[src/rtl/alu_exec_unit.sv]
// ---------------------------------------------------------------------------
// alu_exec_unit
//
// Execution-side responder of the instruction window's issue handshake.
// Takes one instruction per order/accepted handshake, computes RV32I integer
// ALU results in a single cycle and RV32M MUL with a 32-step shift-add loop,
// then holds the result on the write-back port until the register manager
// acknowledges it. Work belonging to a killed context is silently dropped.
//
// Ports
//   clk, rst             : clock, synchronous active-high reset
//   order / accepted     : issue handshake (accepted is combinational)
//   e_exec_info          : packed {exec_type, io_type, func3, func7, pa_rd,
//                          d_rs1, d_rs2, context}, MSB first
//   branch_hazard,
//   hazard_context_info  : flush request and the contexts it kills
//   w_done, w_pa_rd,
//   w_data, w_context    : registered write-back result
//   w_ack                : write-back consumed this cycle
//   busy                 : unit is not idle
// ---------------------------------------------------------------------------
module alu_exec_unit #(
  parameter int LEN_WORD      = 32,
  parameter int LEN_PREG_ADDR = 6,
  parameter int LEN_CONTEXT   = 2,
  parameter int LEN_EXEC_TYPE = 5,
  parameter int LEN_EXEC_INFO = LEN_EXEC_TYPE + 1 + 3 + 7 + LEN_PREG_ADDR
                                + 2 * LEN_WORD + LEN_CONTEXT
) (
  input  logic                     clk,
  input  logic                     rst,
  input  logic                     order,
  output logic                     accepted,
  input  logic [LEN_EXEC_INFO-1:0] e_exec_info,
  input  logic                     branch_hazard,
  input  logic [LEN_CONTEXT-1:0]   hazard_context_info,
  output logic                     w_done,
  output logic [LEN_PREG_ADDR-1:0] w_pa_rd,
  output logic [LEN_WORD-1:0]      w_data,
  output logic [LEN_CONTEXT-1:0]   w_context,
  input  logic                     w_ack,
  output logic                     busy
);

  // Bit positions of the packed exec info fields, LSB upward.
  localparam int CTX_LSB = 0;
  localparam int RS2_LSB = CTX_LSB + LEN_CONTEXT;
  localparam int RS1_LSB = RS2_LSB + LEN_WORD;
  localparam int RD_LSB  = RS1_LSB + LEN_WORD;
  localparam int F7_LSB  = RD_LSB + LEN_PREG_ADDR;
  localparam int F3_LSB  = F7_LSB + 7;
  localparam int IO_LSB  = F3_LSB + 3;
  localparam int ET_LSB  = IO_LSB + 1;

  localparam int SH_W  = $clog2(LEN_WORD);
  localparam int CNT_W = $clog2(LEN_WORD);

  typedef enum logic [1:0] {
    S_IDLE = 2'd0,
    S_MUL  = 2'd1,
    S_DONE = 2'd2
  } state_e;

  // -------------------------------------------------------------------------
  // Registered state
  // -------------------------------------------------------------------------
  state_e                   state_q,     state_d;
  logic [CNT_W-1:0]         cnt_q,       cnt_d;
  logic [LEN_WORD-1:0]      acc_q,       acc_d;
  logic [LEN_WORD-1:0]      mcand_q,     mcand_d;
  logic [LEN_WORD-1:0]      mplier_q,    mplier_d;
  logic [LEN_WORD-1:0]      w_data_q,    w_data_d;
  logic [LEN_PREG_ADDR-1:0] w_pa_rd_q,   w_pa_rd_d;
  logic [LEN_CONTEXT-1:0]   w_context_q, w_context_d;

  // -------------------------------------------------------------------------
  // Incoming instruction fields
  // -------------------------------------------------------------------------
  logic [LEN_CONTEXT-1:0]   in_ctx;
  logic [LEN_WORD-1:0]      in_rs1, in_rs2;
  logic [LEN_PREG_ADDR-1:0] in_rd;
  logic [6:0]               in_f7;
  logic [2:0]               in_f3;
  logic [SH_W-1:0]          in_sh;
  logic                     in_is_mul;

  assign in_ctx = e_exec_info[CTX_LSB +: LEN_CONTEXT];
  assign in_rs2 = e_exec_info[RS2_LSB +: LEN_WORD];
  assign in_rs1 = e_exec_info[RS1_LSB +: LEN_WORD];
  assign in_rd  = e_exec_info[RD_LSB  +: LEN_PREG_ADDR];
  assign in_f7  = e_exec_info[F7_LSB  +: 7];
  assign in_f3  = e_exec_info[F3_LSB  +: 3];
  assign in_sh  = in_rs2[SH_W-1:0];

  assign in_is_mul = (in_f7 == 7'b0000001) && (in_f3 == 3'b000);

  // Routing is the issuer's job, so exec_type and io_type are not decoded.
  logic unused_fields;
  assign unused_fields = ^{e_exec_info[ET_LSB +: LEN_EXEC_TYPE], e_exec_info[IO_LSB]};

  // -------------------------------------------------------------------------
  // Handshake and kill
  // -------------------------------------------------------------------------
  logic kill_held;  // the op already held in MUL/DONE belongs to a killed context
  logic kill_in;    // the op offered this cycle belongs to a killed context
  logic take;       // accepted and not discarded

  // Must stay a pure function of the live order input: the issuer reacts to
  // accepted within the same cycle.
  assign accepted  = order & ((state_q == S_IDLE) | ((state_q == S_DONE) & w_ack));
  assign kill_held = branch_hazard & (|(hazard_context_info & w_context_q))
                     & (state_q != S_IDLE);
  assign kill_in   = branch_hazard & (|(hazard_context_info & in_ctx));
  assign take      = accepted & ~kill_in;

  // -------------------------------------------------------------------------
  // Single-cycle ALU
  // -------------------------------------------------------------------------
  logic [LEN_WORD-1:0] alu_res;

  // NOTE: every always_comb output gets a default first so no path leaves it
  // unassigned, which would otherwise infer a latch.
  always_comb begin
    alu_res = '0;
    unique case (in_f3)
      3'b000: alu_res = in_f7[5] ? (in_rs1 - in_rs2) : (in_rs1 + in_rs2);
      3'b001: alu_res = in_rs1 << in_sh;
      3'b010: alu_res = {{(LEN_WORD-1){1'b0}}, ($signed(in_rs1) < $signed(in_rs2))};
      3'b011: alu_res = {{(LEN_WORD-1){1'b0}}, (in_rs1 < in_rs2)};
      3'b100: alu_res = in_rs1 ^ in_rs2;
      3'b101: alu_res = in_f7[5] ? LEN_WORD'($signed(in_rs1) >>> in_sh)
                                 : (in_rs1 >> in_sh);
      3'b110: alu_res = in_rs1 | in_rs2;
      3'b111: alu_res = in_rs1 & in_rs2;
      default: alu_res = '0;
    endcase
  end

  // One multiplier bit per cycle; the low half of the product is the same
  // for signed and unsigned operands, so no sign handling is needed.
  logic [LEN_WORD-1:0] acc_next;
  assign acc_next = acc_q + (mplier_q[0] ? mcand_q : '0);

  // -------------------------------------------------------------------------
  // FSM: next-state logic
  // -------------------------------------------------------------------------
  always_comb begin
    state_d = state_q;
    unique case (state_q)
      S_IDLE: begin
        if (take) state_d = in_is_mul ? S_MUL : S_DONE;
      end
      S_MUL: begin
        if (kill_held)          state_d = S_IDLE;
        else if (cnt_q == '1)   state_d = S_DONE;
      end
      S_DONE: begin
        // A new accept implies w_ack, so the held result is gone either way;
        // only the incoming op decides where we go.
        if (take)                      state_d = in_is_mul ? S_MUL : S_DONE;
        else if (w_ack || kill_held)   state_d = S_IDLE;
      end
      default: state_d = S_IDLE;
    endcase
  end

  // -------------------------------------------------------------------------
  // FSM: datapath and output register inputs
  // -------------------------------------------------------------------------
  always_comb begin
    cnt_d       = cnt_q;
    acc_d       = acc_q;
    mcand_d     = mcand_q;
    mplier_d    = mplier_q;
    w_data_d    = w_data_q;
    w_pa_rd_d   = w_pa_rd_q;
    w_context_d = w_context_q;

    if (take) begin
      w_pa_rd_d   = in_rd;
      w_context_d = in_ctx;
      if (in_is_mul) begin
        acc_d    = '0;
        mcand_d  = in_rs1;
        mplier_d = in_rs2;
        cnt_d    = '0;
      end else begin
        w_data_d = alu_res;
      end
    end else if (state_q == S_MUL) begin
      if (kill_held) begin
        cnt_d = '0;
      end else begin
        acc_d    = acc_next;
        mcand_d  = mcand_q << 1;
        mplier_d = mplier_q >> 1;
        cnt_d    = cnt_q + CNT_W'(1);
        if (cnt_q == '1) w_data_d = acc_next;
      end
    end
  end

  // -------------------------------------------------------------------------
  // FSM: state register
  // -------------------------------------------------------------------------
  // NOTE: sequential state uses non-blocking assignments so every flop
  // samples values from before the edge, independent of statement order.
  always_ff @(posedge clk) begin
    if (rst) begin
      state_q     <= S_IDLE;
      cnt_q       <= '0;
      acc_q       <= '0;
      mcand_q     <= '0;
      mplier_q    <= '0;
      w_data_q    <= '0;
      w_pa_rd_q   <= '0;
      w_context_q <= '0;
    end else begin
      state_q     <= state_d;
      cnt_q       <= cnt_d;
      acc_q       <= acc_d;
      mcand_q     <= mcand_d;
      mplier_q    <= mplier_d;
      w_data_q    <= w_data_d;
      w_pa_rd_q   <= w_pa_rd_d;
      w_context_q <= w_context_d;
    end
  end

  assign w_done    = (state_q == S_DONE);
  assign busy      = (state_q != S_IDLE);
  assign w_data    = w_data_q;
  assign w_pa_rd   = w_pa_rd_q;
  assign w_context = w_context_q;

endmodule

[config.mk]
export PLATFORM = sky130hd
export DESIGN_NAME = alu_exec_unit
export DESIGN_NICKNAME = d
export VERILOG_FILES = /design/src/rtl/alu_exec_unit.sv
export SDC_FILE = /design/constraint.sdc
export NUM_CORES = 1
export LEC_CHECK = 0
export ABC_CLOCK_PERIOD_IN_PS = 5900
export BUFFER_PORTS_ARGS = -buffer_cell sky130_fd_sc_hd__buf_2
export CORE_ASPECT_RATIO = 1.4
export CORE_MARGIN = 4
export CORE_UTILIZATION = 61
export CTS_BUF_LIST = sky130_fd_sc_hd__clkbuf_8
export CTS_CLUSTER_SIZE = 40
export DETAILED_ROUTE_END_ITERATION = 10
export PLACE_DENSITY = 0.79
export SYNTH_ARGS = -nofsm -noshare
export SYNTH_HDL_FRONTEND = slang
export SYNTH_SLANG_ARGS = --single-unit
[constraint.sdc]
create_clock -name clk -period 5.9 [get_ports clk]
set_input_delay 0.295 -clock clk [delete_from_list [all_inputs] [get_ports clk]]
set_output_delay 0.295 -clock clk [all_outputs]
set_load 0.01 [all_outputs]
; Word-level counts from Yosys, hierarchy flattened
; Index checks and enable logic that the tools add are counted.
[totals]
ff_bits = 143
latchBits = 0
mem_bits_rw = 0
romBits = 0
inputBits = 95
out_inout_bits = 43
wordCells = 92
n_memories = 0
[op_classes]
add_sub_neg = 4
mul = 0
div_mod_pow = 0
order_cmp = 2
eq_ne = 17
n_shift = 3
mux = 32
bitwise_logic = 13
reduce_logical = 13
[op_table]
columns = operator, n
row1 = 32-bit two-way mux, 20
row2 = 32-bit one-hot mux with 8 select lines, 1
row3 = 32-bit adder, 2
row4 = 32-bit < comparator, 2
row5 = 32-bit bitwise AND, 1
row6 = 32-bit OR, 1
row7 = 32-bit by 5-bit << shifter with 32-bit output, 1
row8 = 32-bit by 5-bit >> shifter with 32-bit output, 1
row9 = 32-bit by 5-bit >>> shifter with 32-bit output, 1
row10 = 32-bit subtractor, 1
row11 = 32-bit XOR, 1
row12 = 5-bit two-way mux, 4
row13 = 3-bit == test (second input constant), 4
row14 = 2-bit two-way mux, 6
row15 = 7-bit by 1-bit == test with 1-bit output (second input constant), 1
row16 = 1-bit bitwise AND, 6
row17 = 3-bit by 2-bit == test with 1-bit output (second input constant), 2
row18 = 2-bit inequality test (second input constant), 3
row19 = 2-bit one-hot mux with 3 select lines, 1
row20 = 3-bit AND reduction, 2
row21 = 2-bit nonzero test, 3
row22 = 5-bit by 1-bit adder with 5-bit output (second input constant), 1
row23 = 5-bit == test (second input constant), 1
row24 = 2-bit bitwise AND, 2
row25 = other kinds (15), 16

; Depth between registers and ports, before layout
[logic_depth]
word_depth = 8
mapped_depth = 16

; Worst setup path before layout
; OpenSTA, ideal clock, no wires.
[synth_timing]
path_type = input -> register
from = input e_exec_info[5]
to = register w_data_q[30], in the netlist w_data[30]
setup_ps = 112
arrival_ps = 3556
slack_ps = 2232
stages = 16
n_path_buf = 4
cell_sequence = clkbuf_1 -> inv_1 -> clkbuf_1 -> clkbuf_1 -> clkbuf_1 -> ha_1 -> nand2b_1 -> o2111ai_1 -> a31oi_1 -> a2111oi_2 -> o21ai_1 -> nand4_1 -> o311ai_1 -> xnor2_1 -> a21oi_1 -> a2111oi_1
[synth_between]
elab_chain_cells = 5
word_cells_on_any_way = 10
[synth_rtl]
columns = item, line_no
row1 = start: declaration, 34  ; input logic [LEN_EXEC_INFO-1:0] e_exec_info,
row2 = 32-bit adder (tied with other cells), 126  ; 3'b000: alu_res = in_f7[5] ? (in_rs1 - in_rs2) : (in_rs1 + in_rs2);
row3 = "32-bit two-way mux, on equally long branches", "126, 131"
row4 = 32-bit one-hot mux with 8 select lines *, 125  ; unique case (in_f3)
row5 = 32-bit two-way mux *, 182  ; if (in_is_mul) begin
row6 = 32-bit two-way mux *, 179  ; if (take) begin
row7 = end signal: assignment, 224  ; w_data_q <= w_data_d;
row8 = end: declaration, 72  ; logic [LEN_WORD-1:0] w_data_q, w_data_d;
; Mark *: on every way between the ends. The rest lies on a longest branch, timed or not. The select of a mux whose other input is x is not followed.
; A chain may end at the register's enable or synchronous reset.

; Worst setup path in the final report
[layout_timing]
from = register mplier_q[0]
to = register w_data_q[16], in the netlist w_data[16]
[layout_between]
elab_chain_cells = 6
[layout_rtl]
columns = item, line_no
row1 = start: declaration, 71  ; logic [LEN_WORD-1:0] mplier_q, mplier_d;
row2 = start signal: assignment, 223  ; mplier_q <= mplier_d;
row3 = 32-bit two-way mux, 142  ; assign acc_next = acc_q + (mplier_q[0] ? mcand_q : '0);
row4 = 32-bit adder, 142
row5 = 32-bit two-way mux, 198  ; if (cnt_q == '1) w_data_d = acc_next;
row6 = 32-bit two-way mux, 191  ; if (kill_held) begin
row7 = 32-bit two-way mux, 190  ; end else if (state_q == S_MUL) begin
row8 = 32-bit two-way mux, 179
; Every way passes these cells. The select of a mux whose other input is x is not followed.

==> results.py <==
metrics = {
    "cts": {
        "clock_sinks": 143,
        "postCtsResizedCells": 0,
        "clock_path_buffers": 2,
        "clock_tree.root_cell": "clkbuf_8",
        "clk_pin_slew_ns": 0.08,
        "clk_latency_ns": 0.48,
        "cts_setup_buffers": 0,
        "cts.htree.levels": 4,
        "cts_hold_buffers": 0,
        "cts_inserted_buffers": 17,
        "cts_tree": "done",
    },
    "logic_synthesis": {
        "syn_nets": 2521,
        "synth_top_area_frac": 0.177,
        "yosysTopAreaCell": "dfxtp_1",
        "ys.flop_type": "dfxtp_1",
        "yosys.cell_count.top_type": "nand2_1",
        "synth_common_cells": "nand2_1, nor2_1, a21oi_1, dfxtp_1, o21ai_0",
        "syn_area_sq_mm": 0.0161,
        "synthCells": 2293,
        "yosys_warnings": 0,
        "synth_edf_count": 0,
        "synthArstFlopShare": 0,
        "syn_avg_cell_area_sq_um": 7.04,
        "ys_top_cells_by_area": "dfxtp_1, ha_1, nand2_1, nor2_1, a21oi_1",
        "ys_ff_latch": 143,
        "ys_types": 82,
        "seq_area_frac_synth": 0.177,
    },
    "power_and_ir_drop": {
        "power_leakage_nw": 7.09,
        "power.density_mw_per_mm2": 171,
        "ir_worst_vdd_mv": 0.131,
    },
    "global_route": {
        "grt_use_total": 0.453,
        "grt_antenna_before_repair": 3,
        "grt_pass1_vias": 17456,
        "grt_pass1_wl_um": 103000,
        "grt_max_degree": 86,
        "overflow": 0,
    },
    "route": {
        "wl_per_cell_um": 26.3,
        "dr.pass1.iters": 7,
        "vias": 18546,
        "drc": 0,
        "drt_wl_total_um": 69100,
        "drt-initial-drc-count": 2238,
        "vias_per_cell": 7.05,
        "ant_nets": 0,
    },
    "floorplanning": {
        "die_area_sq_mm": 0.0292,
        "dieWidth_um": 145,
        "start_util": 0.618,
        "die_y_um": 200,
        "rows": 70,
        "io_pins": 138,
        "core-area_sq_mm": 0.0261,
    },
    "critical_path": {
        "worstPathArrival_ns": 4.71,
        "cp_top_family": "compound AO/OA/AOI/OAI gates",
        "crit_top_cell": "and2_1",
        "slowest_delay_ns": 0.95,
        "crit_path_top_delay_cell": "dfxtp_1",
        "path_class": "register to register",
        "start_kind": "register",
        "crit_fanout": 33,
        "cp-end-kind": "register",
        "crit_buf_inv": 0,
        "crit_required_ns": 6.28,
        "path_cells": "and2_1 > ha_1 > and2_1 > a221o_1 > o311a_1 > nor3b_2 > nor2_1 > a21o_1 > a21oi_1 > xnor2_1 > o32ai_1 > a211oi_1",
    },
    "final_layout": {
        "fillCellCount": 2345,
        "nets": 2524,
        "antennaDiodeCount": 0,
        "register_area_sq_mm": 0.00286,
        "layout.cells.non_filler": 2631,
        "fin_util": 0.656,
        "finalInstanceArea_sq_mm": 0.0171,
        "multi_input_area_sq_mm": 0.0122,
        "drive_above_1_share": 0.111,
        "syn2layout_area_growth_pct": 6.07,
    },
    "sta": {
        "max_freq_mhz": 231,
        "grt_setup_unrepaired": "false",
        "setup_viol": 0,
        "finClkSkew_ns": 0.0199,
        "drv_slew": 0,
        "worst_hold_slack_ns": 0.0530,
        "fin_crit_ns": 4.33,
        "tns_ns": 0,
        "relSlewSlack": 0.278,
        "finalHoldViolations": 0,
        "min_period_over_period": 0.734,
        "tightest_slew_ns": 1.08,
    },
    "outcome": {
        "status": "finished clean",
    },
    "placed_design": {
        "placed_cells": 2601,
        "routabilityCongestion": 1.09,
        "dp_hpwl_um": 51000,
        "io_buffers": 131,
        "place_area_sq_mm": 0.0167,
    },
    "job": {
        "maxCapViolations": 0,
    },
    "min_path": {
        "hp-class": "primary input to register",
    },
}
[kinds of logic (layout without fill, tap and decap cells)]
family                   count (synthesis)  after routing  synth area share
multiplexers                           116            116             0.100
AND/OR/NAND/NOR                        827            827             0.223
buffers and inverters                  287            301            0.0694
flip-flops                             143            143             0.177
adder cells (fa/ha/maj)                133            133             0.105
AO/OA/AOI/OAI                          731            731             0.295
XOR/XNOR                                56             56            0.0304
[layout make-up]
class                   count  share of cell area
inverters                 113              0.0248
flip-flops and latches    143               0.167
well taps                 324              0.0237
multi-input cells        1863               0.711
clock inverters             9             0.00497
repair buffers            158              0.0512
clock buffers              21              0.0169
[per-stage QoR]
step	worst slack, ns	power, mW
after floorplan	2.23	1.73
after global placement	1.68	2.10
after detailed placement	1.66	2.11
after CTS	1.75	2.88
after global routing	1.35	3.03
final	1.57	2.93
[cell usage in the layout, fill, tap and decap left out, types with 15 or more instances in the layout]
| master | n |
|---|---|
| a211oi_1 | 27 |
| mux2i_1 | 72 |
| inv_1 | 111 |
| clkbuf_8 | 21 |
| o211ai_1 | 33 |
| nor2b_1 | 16 |
| buf_4 | 28 |
| nor3_1 | 35 |
| dfxtp_1 | 143 |
| a311oi_1 | 69 |
| a21oi_1 | 222 |
| o21bai_1 | 17 |
| nand2_1 | 314 |
| nand2b_1 | 17 |
| xnor2_1 | 42 |
| buf_2 | 129 |
| nand3_1 | 38 |
| mux4_2 | 36 |
| ha_1 | 130 |
| o21ai_1 | 15 |
| o22ai_1 | 19 |
| a21o_1 | 23 |
| nor2_1 | 302 |
| o31ai_1 | 22 |
| and2_1 | 38 |
| a22oi_1 | 24 |
| o21ai_0 | 141 |
[per-layer routing]
metal | global-route usage | routed length [um] | part of all wire
met1 | 0.516 | 23400 | 0.34
met2 | 0.725 | 31300 | 0.45
met3 | 0.0906 | 7290 | 0.11
met4 | 0.385 | 7120 | 0.10
met5 | 0 | 33 | 0.00048
[flip-flops by register name (all words and copies together), names as in the netlist]
signal,flops
acc_q,32
mcand_q,32
mplier_q,32
w_data,32
w_pa_rd,6
cnt_q,5
state_q,2
w_context,2
[worst reg2reg max path, cell delays in order (launching register included)]
cell,delay [ns]
dfxtp_1,0.95
and2_1,0.25
ha_1,0.29
and2_1,0.21
a221o_1,0.35
o311a_1,0.41
nor3b_2,0.34
nor2_1,0.12
a21o_1,0.19
a21oi_1,0.16
xnor2_1,0.41
o32ai_1,0.29
a211oi_1,0.27
[power by group]
part           switching [mW]  internal (mW)  leakage (nW)
combinational           0.781          0.371          5.74
clock                   0.412          0.374         0.192
sequential             0.0120          0.985          1.16
total                    1.21           1.73          7.09
[final timing paths]
kind / from / endpoint / slack, ns / cells past startpoint
max reg2reg: mplier_q[0] / w_data[16] / 1.57 / 12
min reg2reg: w_pa_rd[0] / w_pa_rd[0] / 0.46 / 2
min: e_exec_info[68] / w_pa_rd[2] / 0.05 / 3
max: mplier_q[0] / w_data[16] / 1.57 / 12
Power figures use the tool's default switching activity.
